--- config.mk ---
export PLATFORM = sky130hd
export DESIGN_NAME = mem_arb_n
export DESIGN_NICKNAME = d
export VERILOG_FILES = /design/src/rtl/mem_arb_n.sv
export SDC_FILE = /design/constraint.sdc
export NUM_CORES = 1
export LEC_CHECK = 0
export ABC_AREA = 1
export CAP_MARGIN = 10
export CORE_MARGIN = 3
export CORE_UTILIZATION = 29
export CTS_CLUSTER_SIZE = 12
export DETAILED_ROUTE_END_ITERATION = 12
export PLACE_DENSITY = 0.9
export SLEW_MARGIN = 40
export SYNTH_ARGS = -nofsm -noshare
export SYNTH_HDL_FRONTEND = slang
export SYNTH_SLANG_ARGS = --single-unit
--- constraint.sdc ---
create_clock -name clock -period 2.8 [get_ports clock]
set_input_delay 0.56 -clock clock [delete_from_list [all_inputs] [get_ports clock]]
set_output_delay 0.56 -clock clock [all_outputs]
set_load 0.05 [all_outputs]
--- src/rtl/mem_arb_n.sv ---
// N-client Avalon-style memory arbiter: round-robin or fixed-priority selection,
// sticky grants while the memory stalls, and in-order read-response routing by tag FIFO.
module mem_arb_n #(
  parameter int NUM_PORTS     = 2,
  parameter int ADDR_WIDTH    = 20,
  parameter int DATA_WIDTH    = 16,
  parameter int BE_WIDTH      = DATA_WIDTH / 8,
  parameter int MAX_PENDING   = 4,
  parameter int PRIORITY_MODE = 0
) (
  input  logic                             clock,
  input  logic                             reset,
  input  logic [NUM_PORTS*ADDR_WIDTH-1:0]  cl_address,
  input  logic [NUM_PORTS*BE_WIDTH-1:0]    cl_byteenable,
  input  logic [NUM_PORTS-1:0]             cl_read,
  input  logic [NUM_PORTS-1:0]             cl_write,
  input  logic [NUM_PORTS*DATA_WIDTH-1:0]  cl_writedata,
  output logic [NUM_PORTS-1:0]             cl_waitrequest,
  output logic [DATA_WIDTH-1:0]            cl_readdata,
  output logic [NUM_PORTS-1:0]             cl_readdataready,
  output logic [ADDR_WIDTH-1:0]            mem_address,
  output logic [BE_WIDTH-1:0]              mem_byteenable,
  output logic                             mem_read,
  output logic                             mem_write,
  output logic [DATA_WIDTH-1:0]            mem_writedata,
  input  logic                             mem_waitrequest,
  input  logic [DATA_WIDTH-1:0]            mem_readdata,
  input  logic                             mem_readdataready,
  output logic [$clog2(MAX_PENDING+1)-1:0] pending_count,
  output logic                             err_orphan
);

  localparam int PW = (NUM_PORTS > 1) ? $clog2(NUM_PORTS) : 1;
  localparam int FW = $clog2(MAX_PENDING);
  localparam int CW = $clog2(MAX_PENDING + 1);

  logic [PW-1:0] rrPtr_q, rrPtr_d;
  logic          lock_q, lock_d;
  logic [PW-1:0] lockPort_q, lockPort_d;
  logic [PW-1:0] tagMem_q [MAX_PENDING];
  logic [FW-1:0] wrPtr_q, wrPtr_d;
  logic [FW-1:0] rdPtr_q, rdPtr_d;
  logic [CW-1:0] count_q, count_d;
  logic          orphan_q, orphan_d;

  logic [NUM_PORTS-1:0] req;
  logic [NUM_PORTS-1:0] eligible;
  logic                 fifoFull;
  logic                 fifoEmpty;
  logic                 winValid;
  logic [PW-1:0]        winner;
  logic                 accept;
  logic                 push;
  logic                 pop;
  logic [PW-1:0]        headTag;

  assign fifoFull  = (count_q == CW'(MAX_PENDING));
  assign fifoEmpty = (count_q == '0);

  // A full tag FIFO blocks reads only; writes keep competing.
  always_comb begin
    req      = '0;
    eligible = '0;
    for (int i = 0; i < NUM_PORTS; i++) begin
      req[i]      = cl_read[i] | cl_write[i];
      eligible[i] = cl_write[i] | (cl_read[i] & ~fifoFull);
    end
  end

  // Loops run backwards so the lowest index / smallest rr offset is assigned last and wins.
  always_comb begin
    int idx;
    idx      = 0;
    winValid = 1'b0;
    winner   = '0;
    if (lock_q) begin
      winValid = req[lockPort_q];
      winner   = lockPort_q;
    end else if (PRIORITY_MODE == 1) begin
      for (int i = NUM_PORTS - 1; i >= 0; i--) begin
        if (eligible[i]) begin
          winValid = 1'b1;
          winner   = PW'(i);
        end
      end
    end else begin
      for (int k = NUM_PORTS - 1; k >= 0; k--) begin
        idx = (int'(rrPtr_q) + k) % NUM_PORTS;
        if (eligible[idx]) begin
          winValid = 1'b1;
          winner   = PW'(idx);
        end
      end
    end
    if (reset) winValid = 1'b0;
  end

  always_comb begin
    mem_read       = 1'b0;
    mem_write      = 1'b0;
    mem_address    = '0;
    mem_byteenable = '0;
    mem_writedata  = '0;
    if (winValid) begin
      mem_write      = cl_write[winner];
      mem_read       = cl_read[winner] & ~cl_write[winner];
      mem_address    = cl_address[int'(winner)*ADDR_WIDTH +: ADDR_WIDTH];
      mem_byteenable = cl_byteenable[int'(winner)*BE_WIDTH +: BE_WIDTH];
      mem_writedata  = cl_writedata[int'(winner)*DATA_WIDTH +: DATA_WIDTH];
    end
  end

  assign accept = winValid & ~mem_waitrequest;
  assign push   = accept & mem_read;

  // An empty FIFO with a same-cycle push bypasses the winner's tag straight to the pop side.
  assign headTag = fifoEmpty ? winner : tagMem_q[rdPtr_q];
  assign pop     = mem_readdataready & ~reset & (~fifoEmpty | push);

  always_comb begin
    cl_readdataready = '0;
    for (int i = 0; i < NUM_PORTS; i++) begin
      cl_waitrequest[i]   = ~(winValid && (winner == PW'(i))) | mem_waitrequest;
      cl_readdataready[i] = pop && (headTag == PW'(i));
    end
  end

  assign cl_readdata   = mem_readdata;
  assign pending_count = count_q;
  assign err_orphan    = orphan_q;

  always_comb begin
    lock_d     = lock_q;
    lockPort_d = lockPort_q;
    rrPtr_d    = rrPtr_q;
    wrPtr_d    = wrPtr_q;
    rdPtr_d    = rdPtr_q;
    count_d    = count_q;
    orphan_d   = orphan_q | (mem_readdataready & fifoEmpty & ~push);
    if (lock_q && !req[lockPort_q]) lock_d = 1'b0;
    if (winValid && mem_waitrequest) begin
      lock_d     = 1'b1;
      lockPort_d = winner;
    end
    if (accept) begin
      lock_d = 1'b0;
      if (PRIORITY_MODE == 0)
        rrPtr_d = (winner == PW'(NUM_PORTS - 1)) ? '0 : winner + PW'(1);
    end
    if (push) wrPtr_d = wrPtr_q + FW'(1);
    if (pop)  rdPtr_d = rdPtr_q + FW'(1);
    if (push && !pop)      count_d = count_q + CW'(1);
    else if (pop && !push) count_d = count_q - CW'(1);
  end

  always_ff @(posedge clock or posedge reset) begin
    if (reset) begin
      rrPtr_q    <= '0;
      lock_q     <= 1'b0;
      lockPort_q <= '0;
      wrPtr_q    <= '0;
      rdPtr_q    <= '0;
      count_q    <= '0;
      orphan_q   <= 1'b0;
      for (int i = 0; i < MAX_PENDING; i++) tagMem_q[i] <= '0;
    end else begin
      rrPtr_q    <= rrPtr_d;
      lock_q     <= lock_d;
      lockPort_q <= lockPort_d;
      wrPtr_q    <= wrPtr_d;
      rdPtr_q    <= rdPtr_d;
      count_q    <= count_d;
      orphan_q   <= orphan_d;
      if (push) tagMem_q[wrPtr_q] <= winner;
    end
  end

endmodule

Word-level counts from Yosys, hierarchy flattened
Cells that the tools add are included.
- bits in registers: 15
- input bits: 100
- output and inout port bits: 64
- word-level logic and storage cells: 110
- $add $sub $neg: 6
- $mul: 1
- $lt $le $gt $ge: 7
- equality and inequality tests: 1
- shift-type cells: 3
- muxes and demuxes: 36
- bitwise gates (word level): 30
- reductions and logical operators: 15
- operators by type and width (cell ; count):
    indexed part select 40 x 7 -> 20 bit ; 1
    indexed part select 32 x 6 -> 16 bit ; 1
    2-to-1 mux 1 bit ; 28
    2-to-1 mux 20 bit ; 1
    2-to-1 mux 16 bit ; 1
    inverter 1 bit ; 10
    AND 1 bit ; 9
    logical AND 1 bit ; 9
    OR 1 bit ; 8
    greater-or-equal comparator 3 bit, second input constant ; 2
    < comparator 1 x 2 -> 1 bit, second input constant ; 3
    2-to-1 mux 3 bit ; 2
    inverter 2 -> 3 bit ; 2
    adder 2 x 1 -> 2 bit, second input constant ; 2
    bitwise mux 4 bit ; 1
    multiplier 1 x 3 -> 4 bit, second input constant ; 1
    indexed part select 4 x 3 -> 2 bit ; 1
    adder 3 x 1 -> 3 bit, second input constant ; 1
    == test 3 bit, second input constant ; 1
    zero test 1 bit ; 3
    zero test 3 bit ; 1
    < comparator 2 x 3 -> 1 bit, second input constant ; 1
    < comparator 3 x 1 -> 1 bit, second input constant ; 1
    nonzero test 3 bit ; 1
    other kinds (7) ; 8

Depth between registers and ports, before layout
- word-level depth: 21
- mapped depth: 15
- gate-level depth less buffers: 15

Worst setup path after synthesis
Ideal clock, no wire load.
- path kind: flip-flop to output port
- from: reg count_q[0] (netlist: pending_count[0])
- to: out cl_readdataready[0]
- data arrival time: 2.248 ns
- data required time: 2.240 ns
- slack: -0.008 ns
- cell stages (with the launch flop): 11
- path buffers: 0
- path through: dfrtp_1 -> nor2_4 -> nand3_1 -> nand2_1 -> nand3_1 -> nand2_2 -> inv_4 -> nand4_4 -> nand3_2 -> nand2_2 -> nor2_1
- longest elaborated chain between the ends: 19
- elaborated cells between the ends (all ways): 34
- those cells by class: 1 x eq/ne; 18 x mux; 13 x bitwise; 2 x reduce/logical
- ends and longest elaborated chain (item ; RTL line ; source):
    from (decl) ; 43 ; logic [CW-1:0] count_q, count_d;
    from (signal assigned) ; 172 ; count_q <= count_d;
    == test 3 bit ; 57 ; assign fifoFull = (count_q == CW'(MAX_PENDING));
    inverter 1 bit ; 66 ; eligible[i] = cl_write[i] | (cl_read[i] & ~fifoFull);
    AND 1 bit ; 66 ;
    OR 1 bit ; 66 ;
    2-to-1 mux 1 bit (not written as such) (3 in series) ; 89 ; if (eligible[idx]) begin
    2-to-1 mux 1 bit (2 in series) ; 89 ;
    2-to-1 mux 1 bit ; 76 ; if (lock_q) begin
    2-to-1 mux 1 bit (not written as such) (2 in series) ; 106 ; mem_read = cl_read[winner] & ~cl_write[winner];
    inverter 1 bit ; 106 ;
    AND 1 bit ; 106 ;
    2-to-1 mux 1 bit ; 104 ; if (winValid) begin
    AND 1 bit ; 114 ; assign push = accept & mem_read;
    OR 1 bit ; 118 ; assign pop = mem_readdataready & ~reset & (~fifoEmpty | push);
    AND 1 bit ; 118 ;
    logical AND 1 bit * ; 124 ; cl_readdataready[i] = pop && (headTag == PW'(i));
    to (decl) ; 20 ; output logic [NUM_PORTS-1:0] cl_readdataready,
Mark *: on every way between the ends. The rest lies on a longest branch, timed or not. The select of a mux whose other input is x is not followed.

Worst setup path after layout
- from: in cl_write[0]
- to: out mem_address[12]
- longest elaborated chain between the ends: 10
- elaborated cells between the ends (all ways): 19
- those cells by class: 1 x mul; 1 x shift; 15 x mux; 2 x bitwise
- ends and longest elaborated chain (item ; RTL line ; source):
    from (decl) ; 16 ; input logic [NUM_PORTS-1:0] cl_write,
    OR 1 bit ; 66 ;
    2-to-1 mux 1 bit (not written as such) (3 in series) ; 89 ;
    2-to-1 mux 1 bit (2 in series) ; 89 ;
    2-to-1 mux 1 bit ; 76 ;
    multiplier 1 x 3 -> 4 bit ; 107 ; mem_address = cl_address[int'(winner)*ADDR_WIDTH +: ADDR_WIDTH];
    indexed part select 40 x 7 -> 20 bit ; 107 ;
    2-to-1 mux 20 bit * ; 104 ;
    to (decl) ; 21 ; output logic [ADDR_WIDTH-1:0] mem_address,
Marks and branches as above.

==> results.py <==
metrics = {
    "critical_path": {
        "reg2regPathDepth": 16,
        "worst-path-stages": 11,
        "cpMostUsedCell": "nand3_2",
        "crit_family": "buffers and inverters",
        "crit_path_max_fanout": 7,
        "cp.arrival_ps": 2120,
        "crit_chain": "dlygate4sd2_1 -> inv_2 -> nand3_2 -> nand2_1 -> nand3_2 -> nand2_4 -> nor2_4 -> buf_4 -> clkbuf_16 -> a22o_4 -> buf_12",
        "critPathMaxStageDelay_ps": 260,
        "critPathKind": "primary input to primary output",
        "required_ps": 2240,
        "crit_slowest_cell": "a22o_4",
        "startpoint_type": "primary input",
        "critPathCaptureType": "primary output",
        "critPathBufInv": 5,
    },
    "grt": {
        "antenna_found_initial": 0,
        "grt_pass1_vias": 2181,
        "grt_max_degree": 17,
        "grt_use_total_pct": 23.6,
        "gr-total-overflow": 0,
        "grt_pass1_wl_mm": 11.5,
    },
    "timing": {
        "fmax_mhz": 373,
        "min_period_ps": 2680,
        "slew_headroom_pct": 58.9,
        "finalCritPeriodShare_pct": 95.8,
        "final.setup.tns_ps": 0,
        "slew_viol_final": 0,
        "finalHoldViolCount": 0,
        "rsz0062_at_grt": "no",
        "tightest_slew_ps": 616,
        "fin_skew_ps": 5.01,
        "finalSetupViolations": 0,
    },
    "power_and_ir_drop": {
        "leakage_nw": 1.75,
        "vdd_ir_drop_max_mv": 0.618,
        "power_frac_comb_pct": 82.2,
        "seqPwrFrac_pct": 12.5,
        "switching_power_w": 0.00165,
        "power_density_nw_per_um2": 883,
        "p_int_w": 0.00177,
        "p_clk_share_pct": 5.3,
        "p_sw_share_pct": 48.3,
    },
    "cells_and_area": {
        "final_cells": 402,
        "drive_above_1_share_pct": 42.2,
        "diodes": 0,
        "post-route-util_pct": 75.0,
        "multiInputGateArea_um2": 1170,
        "fillers": 326,
        "fin_nets": 438,
        "regArea_um2": 378,
        "synthToLayoutAreaGrowth_pct": 148,
    },
    "logic_synthesis": {
        "synth_area_leaders": "dfrtp_1 24%, a22o_1 21%, buf_4 7.7%",
        "yosysSeqAreaShare_pct": 24.0,
        "synth_area_um2": 1560,
        "synth_warnings": 0,
        "synth_area_per_cell_um2": 8.45,
        "synth_top_area_cell": "dfrtp_1",
        "synth-seq-cells": 15,
        "ys_types": 29,
        "synth_cells": 185,
        "synth_nets": 290,
        "synth_top_area_share_pct": 24.0,
    },
    "placed_design": {
        "gp_congestion": 0.825,
        "io_buffers": 131,
        "dp_cells": 384,
        "hpwl_mm": 5.87,
    },
    "detailed_routing": {
        "ant_nets": 0,
        "wl_mm": 7.88,
        "vias": 1982,
        "wire_per_inst_um": 19.6,
        "drc": 0,
        "drt_iter0_markers": 62,
        "first_pass_iters": 4,
        "vias_per_cell": 4.93,
    },
    "outcome": {
        "status": "completed",
    },
    "clock_network": {
        "cts_buffers": 3,
        "clk_latency_ps": 260,
        "htree_num_levels": 1,
        "clock-sinks": 15,
        "clkSlewWorstSetupHoldPaths_ps": 60,
        "cts_tree": "built",
        "cts_buffer_depth": 2,
        "ctsRootBufferMaster": "clkbuf_8",
    },
    "die": {
        "die_h_um": 79.4,
        "placementRows": 26,
        "core_area_um2": 5170,
        "die_width_um": 79.4,
        "start_util_pct": 30.2,
        "num_io_pins": 164,
        "die_area_um2": 6310,
    },
    "min_path": {
        "hp-class": "register to register",
        "hold_depth": 1,
    },
    "run": {
        "drv_cap": 0,
    },
}
-- metal layers --
metal  vias up  wire (um)  track usage, %
met1       954       2980            26.4
li1        925          -               -
met4         0        102            6.87
met2        96       4230            43.7
met3         7        568            5.76
met5         -          0               0
-- final timing paths --
path                                 startpoint                           end  slack [ps]
max                                 cl_write[0]               mem_address[12]         120
min                        err_orphan$_DFF_PP0_          err_orphan$_DFF_PP0_         490
max reg2reg                  lock_q$_DFFE_PP0P_  pending_count[2]$_DFFE_PP0P_         470
min reg2reg                err_orphan$_DFF_PP0_          err_orphan$_DFF_PP0_         490
max in group asynchronous                 reset  pending_count[1]$_DFFE_PP0P_        1520
min in group asynchronous                 reset        wrPtr_q[0]$_DFFE_PP0P_         840
-- synth_stat cells (all sizes together) --
library cell   n
buf           24
ha             4
o31ai          1
mux2i          1
nand4          4
dfrtp         15
o221ai         1
nand3         14
fa             1
xor2           3
nand2         34
o21bai         1
a22o          38
inv           20
xnor2          1
nor2          13
o21ai         10
-- sequential cells by signal (all words and copies together), names as in the netlist --
signal / flops
pending_count: 3
err_orphan: 1
tagMem_q: 4
rdPtr_q: 2
lockPort_q: 1
wrPtr_q: 2
rrPtr_q: 1
lock_q: 1
-- cell families (layout without fill, tap and decap cells) --
| family | count (synthesis) | in the layout | share of synthesized area, % |
|---|---|---|---|
| AND/OR/NAND/NOR | 65 | 65 | 24.9 |
| AO/OA/AOI/OAI | 51 | 51 | 26.0 |
| buffers and inverters | 44 | 191 | 17.8 |
| flip-flops | 15 | 15 | 24.0 |
| adder cells (fa/ha/maj) | 5 | 5 | 4.48 |
| XOR/XNOR | 4 | 4 | 2.24 |
| multiplexers | 1 | 1 | 0.640 |
-- cell usage in the layout (no fill, tap or decap) --
cell type / instances
clkbuf_8: 3
fa_1: 1
nand2_1: 25
inv_4: 2
o21bai_1: 1
buf_16: 1
o221ai_1: 1
buf_4: 23
o31ai_1: 1
inv_1: 14
dfrtp_1: 13
nand4_4: 2
nand2_2: 4
nand3_1: 6
a22o_4: 21
dlygate4sd2_1: 3
nor2_1: 5
nor2_4: 8
nand4_1: 2
xnor2_1: 1
buf_6: 9
dfrtp_2: 2
clkdlybuf4s50_1: 83
mux2i_1: 1
dlymetal6s2s_1: 1
a22o_1: 17
ha_1: 4
o21ai_1: 6
o21ai_0: 4
clkinv_2: 1
nand3_4: 2
inv_2: 4
buf_12: 46
nand3_2: 6
xor2_1: 3
nand2_4: 5
clkbuf_16: 1
-- layout make-up --
type                            instances  share of cell area (%)
Timing Repair Buffer                  167                    54.6
Clock inverter                          1                   0.129
Sequential cell                        15                    9.74
Clock buffer                            3                    1.06
Tap cell                               70                    2.26
Inverter                               20                    2.06
Multi-Input combinational cell        126                    30.2
-- what timing repair did --
action | CTS | global route
setup buffers | 7 | 3
hold buffers | 0 | 0
pin swaps | 8 | 12
cloned | 3 | 1
endpoints found under the setup margin | 41 | 40
gates resized for setup | 42 | 17
-- stage by stage --
| step | hold WS (ps) | instance area (um2) | total power, W | worst slack [ps] |
|---|---|---|---|---|
| after floorplan | 454 | 1560 | 0.00177 | -8.34 |
| after global placement | 471 | 3380 | 0.00281 | -62.4 |
| after detailed placement | 478 | 3380 | 0.00288 | -165 |
| after CTS | 492 | 3750 | 0.00333 | -4.46 |
| after global routing | 515 | 3880 | 0.00357 | 0.0664 |
| final | 486 | 3880 | 0.00342 | 116 |
-- power groups by stage --
| stage | Sequential (W) | Clock (W) | Combinational (W) |
|---|---|---|---|
| 5_1_grt | 0.000441 | 0.000196 | 0.00294 |
| 3_3_place_gp | 0.000408 | 0 | 0.00240 |
| 6_report | 0.000428 | 0.000181 | 0.00282 |
| 2_1_floorplan | 0.000479 | 0 | 0.00129 |
| 4_1_cts | 0.000417 | 0.000182 | 0.00273 |
| 3_5_place_dp | 0.000416 | 0 | 0.00246 |
Note: power is estimated with default switching activity, not from simulation.
